<file path="src/rtl/gray_seq_ctrl.sv">
// Streams {binary, Gray} words over a programmable up/down range, one per handshake; first word 1 cycle after start.
// Backpressure: words hold stable while out_valid && !out_ready; abort drops the pending word without a done pulse.
module gray_seq_ctrl #(
    parameter int WIDTH = 8
) (
    input  logic             clk,
    input  logic             rst_n,
    input  logic             start,
    input  logic [WIDTH-1:0] start_value,
    input  logic [WIDTH-1:0] end_value,
    input  logic             dir,
    input  logic             abort,
    output logic             out_valid,
    input  logic             out_ready,
    output logic [WIDTH-1:0] bin_out,
    output logic [WIDTH-1:0] gray_out,
    output logic             last,
    output logic             busy,
    output logic             done
);

    typedef enum logic [1:0] {
        IDLE = 2'd0,
        RUN  = 2'd1,
        DONE = 2'd2
    } state_t;

    state_t           state;
    state_t           state_nxt;
    logic [WIDTH-1:0] bin_q;
    logic [WIDTH-1:0] gray_q;
    logic [WIDTH-1:0] end_q;
    logic             dir_q;
    logic [WIDTH-1:0] bin_step;
    logic             xfer;
    logic             at_end;

    function automatic logic [WIDTH-1:0] to_gray(input logic [WIDTH-1:0] b);
        return b ^ (b >> 1);
    endfunction

    assign at_end   = (bin_q == end_q);
    // abort wins over a coincident handshake, so such a word is never counted as moved
    assign xfer     = (state == RUN) && out_ready && !abort;
    assign bin_step = dir_q ? (bin_q - WIDTH'(1)) : (bin_q + WIDTH'(1));

    always_ff @(posedge clk or negedge rst_n) begin
        if (!rst_n) begin
            state <= IDLE;
        end else begin
            state <= state_nxt;
        end
    end

    always_comb begin
        state_nxt = state;
        case (state)
            IDLE: begin
                if (start) begin
                    state_nxt = RUN;
                end
            end
            RUN: begin
                if (abort) begin
                    state_nxt = IDLE;
                end else if (xfer && at_end) begin
                    state_nxt = DONE;
                end
            end
            DONE:    state_nxt = IDLE;
            default: state_nxt = IDLE;
        endcase
    end

    always_ff @(posedge clk or negedge rst_n) begin
        if (!rst_n) begin
            bin_q  <= '0;
            gray_q <= '0;
            end_q  <= '0;
            dir_q  <= 1'b0;
        end else if (state == IDLE && start) begin
            bin_q  <= start_value;
            gray_q <= to_gray(start_value);
            end_q  <= end_value;
            dir_q  <= dir;
        end else if (xfer && !at_end) begin
            bin_q  <= bin_step;
            gray_q <= to_gray(bin_step);
        end
    end

    assign out_valid = (state == RUN);
    assign bin_out   = bin_q;
    assign gray_out  = gray_q;
    assign last      = out_valid && at_end;
    assign busy      = (state != IDLE);
    assign done      = (state == DONE);

endmodule
</file>
<file path="config.mk">
export PLATFORM = sky130hd
export DESIGN_NAME = gray_seq_ctrl
export DESIGN_NICKNAME = d
export VERILOG_FILES = /design/src/rtl/gray_seq_ctrl.sv
export SDC_FILE = /design/constraint.sdc
export NUM_CORES = 1
export LEC_CHECK = 0
export ABC_AREA = 0
export CORE_MARGIN = 2
export CORE_UTILIZATION = 25
export CTS_BUF_LIST = sky130_fd_sc_hd__clkbuf_4 sky130_fd_sc_hd__clkbuf_8 sky130_fd_sc_hd__clkbuf_16
export CTS_CLUSTER_SIZE = 40
export DETAILED_ROUTE_END_ITERATION = 16
export SLEW_MARGIN = 5
export SYNTH_ARGS = -nofsm -noshare
export SYNTH_HDL_FRONTEND = slang
export SYNTH_SLANG_ARGS = --single-unit
</file>
<file path="constraint.sdc">
create_clock -name clk -period 2.8 [get_ports clk]
set_input_delay 0.56 -clock clk [delete_from_list [all_inputs] [get_ports clk]]
set_output_delay 0.56 -clock clk [all_outputs]
set_load 0.01 [all_outputs]
</file>
* Word-level counts from Yosys, hierarchy flattened
Cells that the tools add are included.
Operators by class: add/subtract/negate cells 2, $mul 0, divide/modulo/power cells 0, magnitude comparators 0, eq/ne operators 5, shift operators 0, muxes and demuxes 9, bitwise operators 2, reductions and logical operators 12
Operator list (number):
- $mux 8 | 5
- $xor 8x7->8 | 2
- $add 8x1->8 const B | 1
- $eq 8x8->1 | 1
- $sub 8x1->8 const B | 1
- $logic_and 1x1->1 | 6
- $mux 2 | 3
- $pmux 2 s2 | 1
- $reduce_bool 2->1 | 2
- $ne 3x2->1 const B | 1
- $eq 2x1->1 const B | 1
- $eq 2x2->1 const B | 1
- $logic_not 1->1 | 2
- $logic_not 2->1 | 1
- $ne 2x2->1 const B | 1
- $reduce_and 2->1 | 1
Storage, ports and cells: register bits 27, bits in latches 0, bits in writable memories 0, bits in read-only memories 0, input port bits 22, output and inout bits 20, memories 0

* Logic depth before layout (Yosys ltp)
word-level depth 7, gate-level depth with buffers 8, mapped depth without buffers 6

* Worst setup path after synthesis
OpenSTA, ideal clock, no wires.
path kind register to register, start reg bin_q[1], in the netlist bin_out[1], end reg bin_q[6], in the netlist bin_out[6], library setup time 0.126 ns, arrival 1.902 ns, data required time 2.674 ns, setup slack 0.772 ns, cell stages (with the launch flop) 7, buffers on the path 0, clock period less this slack 2.028 ns, cell sequence dfrtp_1 fa_1 a211oi_1 or4b_4 o2111ai_4 nor2b_1 a221o_1
On the way: longest elaborated chain between the ends 4, elaborated cells between the ends (all ways) 9
RTL lines:
- start: declaration | RTL line 30 | logic [WIDTH-1:0] bin_q;
- start signal: assignment | RTL line 82 | bin_q <= start_value;
- start signal: assignment | RTL line 87 | bin_q <= bin_step;
- $add 8x1->8, or another cell as far along | RTL line 45 | assign bin_step = dir_q ? (bin_q - WIDTH'(1)) : (bin_q + WIDTH'(1));
- $mux 8 or $logic_not 1->1 (tied branches) | RTL line 45, 86
- $mux 8 or $logic_and 1x1->1 (tied branches) | RTL line 86 | end else if (xfer && !at_end) begin
- $mux 8 or $reduce_bool 2->1 (tied branches)
Several ways; a longest one is shown, not always the timed one. The select of a mux whose other input is x is not followed. A chain may end at the register's enable or synchronous reset.

* Worst setup path in the final report
start reg bin_q[0], in the netlist bin_out[0], end out last
On the way: longest elaborated chain between the ends 2
RTL lines:
- $eq 8x8->1 | RTL line 42 | assign at_end = (bin_q == end_q);
- $logic_and 1x1->1 | RTL line 95 | assign last = out_valid && at_end;
- end: declaration | RTL line 17 | output logic last,
Every way passes these cells.

==> flow_metrics.env <==
export IMPL_status="finished, final reports clean"
export IMPL_p_comb_frac=0.607
export IMPL_p_per_area_nw_per_um2=1000
export IMPL_share_seq_of_total_power=0.283
export IMPL_multiInputGateArea_um2=966
export IMPL_drive_above_1_share=0.0959
export IMPL_internal_power_mw=1.33
export IMPL_grt_pass1_vias=1356
export IMPL_crit_buf_inv=1
export IMPL_slew_viol_final=0
export IMPL_synth_edf_count=0
export IMPL_fin_util=0.350
export IMPL_synth_distinct_cells=37
export IMPL_yosys_area_top_type="dfrtp_1"
export IMPL_crit_type="reg2out"
export IMPL_dpl_cell_area_um2=2170
export IMPL_ys_seq_area_frac=0.388
export IMPL_clkSlewWorstSetupHoldPaths_ps=90
export IMPL_max_freq_mhz=373
export IMPL_cts_inserted_buffers=3
export IMPL_synth_async_sr_flop_share=1.00
export IMPL_hold_path_class="reg2reg"
export IMPL_pre_cts_ws_ps=343
export IMPL_synth_top_family_by_area="compound AO/OA/AOI/OAI gates"
export IMPL_synthTopCellsByCount="nand2_1, dfrtp_1, nor2_1"
export IMPL_synth_ff_type="dfrtp_1"
export IMPL_totalWireLength_um=4110
export IMPL_final_seq_area_um2=652
export IMPL_synth_area_leaders="dfrtp_1, xor2_1, nand2_1, xnor2_1, a221o_1"
export IMPL_die_x_um=85.9
export IMPL_finish_instance_area_um2=2250
export IMPL_rows=29
export IMPL_total_leakage_power_nw=0.981
export IMPL_holdBufCountCts=0
export IMPL_die_h_um=85.9
export IMPL_p_total_mw=2.25
export IMPL_crit_arrival_ps=2120
export IMPL_tightest_slew_ps=623
export IMPL_gp_congestion=0.838
export IMPL_synth_top_cell_area_share=0.388
export IMPL_ys_seq_elements=26
export IMPL_synth_mux_area_frac=0.0119
export IMPL_critPathSlowestCell="clkdlybuf4s50_1"
export IMPL_slowest_delay_ps=550
export IMPL_ctsLongestPathBuffers=2
export IMPL_pwr_share_clk=0.110
export IMPL_endpoint_kind="primary output"
export IMPL_cts_max_level=1
export IMPL_clk_latency_ps=280
export IMPL_drc=0
export IMPL_path_max_fanout=5
export IMPL_die_area_um2=7380
export IMPL_peakVddDrop_mv=0.305
export IMPL_io_buffers=41
export IMPL_p_switching_uw=919
export IMPL_syn_nets=204
export IMPL_synth_compound_gate_area_share=0.191
export IMPL_start_util=0.261
export IMPL_antenna_cells=0
export IMPL_grt_max_degree=27
export IMPL_startpoint_type="flop"
export IMPL_p_sw_frac=0.408
export IMPL_nFillCells=654
export IMPL_cap_violations=0
export IMPL_ios=42
export IMPL_syn_mean_instance_area_um2=9.58
export IMPL_fin_skew_ps=6.65
export IMPL_dpl_hpwl_um=3070
export IMPL_track_usage=0.117
export IMPL_fin_cells=296
export IMPL_cp_top_family="simple AND/OR/NAND/NOR gates"
export IMPL_final_nets=249
export IMPL_setup_viol=0
export IMPL_vias=1377
export IMPL_rsz0062_at_grt="false"
export IMPL_path_cells="xor2_1 > nor4_2 > nand2_2 > nor2_1 > clkdlybuf4s50_1"
export IMPL_period_minus_slack_ps=2680
export IMPL_avgRoutedWirePerCell_um=13.9
export IMPL_synthAdderAreaFrac=0.0567
export IMPL_core_area_um2=6420
export IMPL_synth_most_common_cell="nand2_1"
export IMPL_cp_required_ps=2240
export IMPL_setup_tns_ps=0
export IMPL_syn_to_final_growth_pct=34.0
export IMPL_numPlacedInstances=289
export IMPL_synth_simple_area_share=0.174
export IMPL_whs_ps=497
export IMPL_cts_sinks=26
export IMPL_root_buffer="clkbuf_8"
export IMPL_drt_iter0_drc=122
export IMPL_antenna_found_initial=0
export IMPL_antenna_left=0
export IMPL_syn_inst=175
export IMPL_synth_xor_area_frac=0.141
export IMPL_max_slew_margin_rel=0.584
export IMPL_grt_pass1_wl_um=6840
export IMPL_ys_warn_count=0
export IMPL_timing_final_crit_share=0.957
export IMPL_dr_pass1_iters=6
export IMPL_netlist_area_um2=1680
export IMPL_cts_tree="done"
export IMPL_setup_slack_ps=121
export IMPL_overflow=0
export IMPL_hold_violations=0
export IMPL_avgViaCountPerCell=4.65
-- cell usage in the layout (no fill, tap or decap), drive strengths merged, types with 4 or more instances in the layout --
master,synthesis,layout
ha,6,6
o211ai,4,4
nand2,30,30
buf,5,7
inv,4,4
a31oi,5,5
a221o,8,8
clkbuf,3,4
dfrtp,26,26
nor2,16,16
nor2b,4,4
xor2,15,15
a21oi,9,9
xnor2,12,12
clkdlybuf4s50,0,41
o21ai,7,7
-- routing by layer --
metal	part of all wire	vias up	global-route usage
li1	-	700	-
met3	0.053	2	0.0327
met5	0	-	0
met2	0.43	38	0.187
met4	0.0032	0	0.0173
met1	0.51	637	0.162
-- worst paths after layout --
path / start / endpoint / slack (ps) / cells after the start
worst max-delay path: bin_out[0] / last / 120 / 5
worst min-delay path: end_q[7] / end_q[7] / 500 / 2
worst max register to register: bin_out[0] / bin_out[6] / 470 / 7
worst min register to register: end_q[7] / end_q[7] / 500 / 2
max in group asynchronous: rst_n / bin_out[0] / 1870 / 2
min in group asynchronous: rst_n / gray_out[5] / 650 / 2
-- tightest hold or removal path: stages (launching register included) --
cell and delay, ps:
dfrtp_1 360, nand2_1 50, nand2_1 50
-- flip-flops by register name, indices dropped and copies added, names as in the netlist --
name	flops
dir_q	1
bin_out	8
state	2
gray_out	7
end_q	8
-- power by group through the flow --
| stage | Clock, mW | Combinational (mW) | Sequential, mW |
|---|---|---|---|
| 4_1_cts | 0.262 | 1.35 | 0.643 |
| 3_3_place_gp | 0 | 1.33 | 0.645 |
| 2_1_floorplan | 0 | 0.892 | 0.659 |
| 5_1_grt | 0.275 | 1.51 | 0.664 |
| 6_report | 0.248 | 1.37 | 0.636 |
| 3_5_place_dp | 0 | 1.34 | 0.651 |
-- cell families (layout without fill, tap and decap cells) --
group | after synthesis | count (layout)
simple gates | 60 | 60
fa+ha+maj | 7 | 7
flops | 26 | 26
xor+xnor | 27 | 27
buf+inv | 12 | 56
compound gates | 41 | 41
mux | 2 | 2
-- cell type report --
class,instances,area share
Inverter,4,0.00668
Multi-Input combinational cell,137,0.430
Clock buffer,4,0.0245
Timing Repair Buffer,48,0.206
Tap cell,77,0.0429
Sequential cell,26,0.290
-- timing repair --
action,4_1_cts,5_1_grt
gates resized for setup,0,2
endpoints found under the setup margin,0,1
buffers inserted,0,3
(Power assumes the default switching activity.)
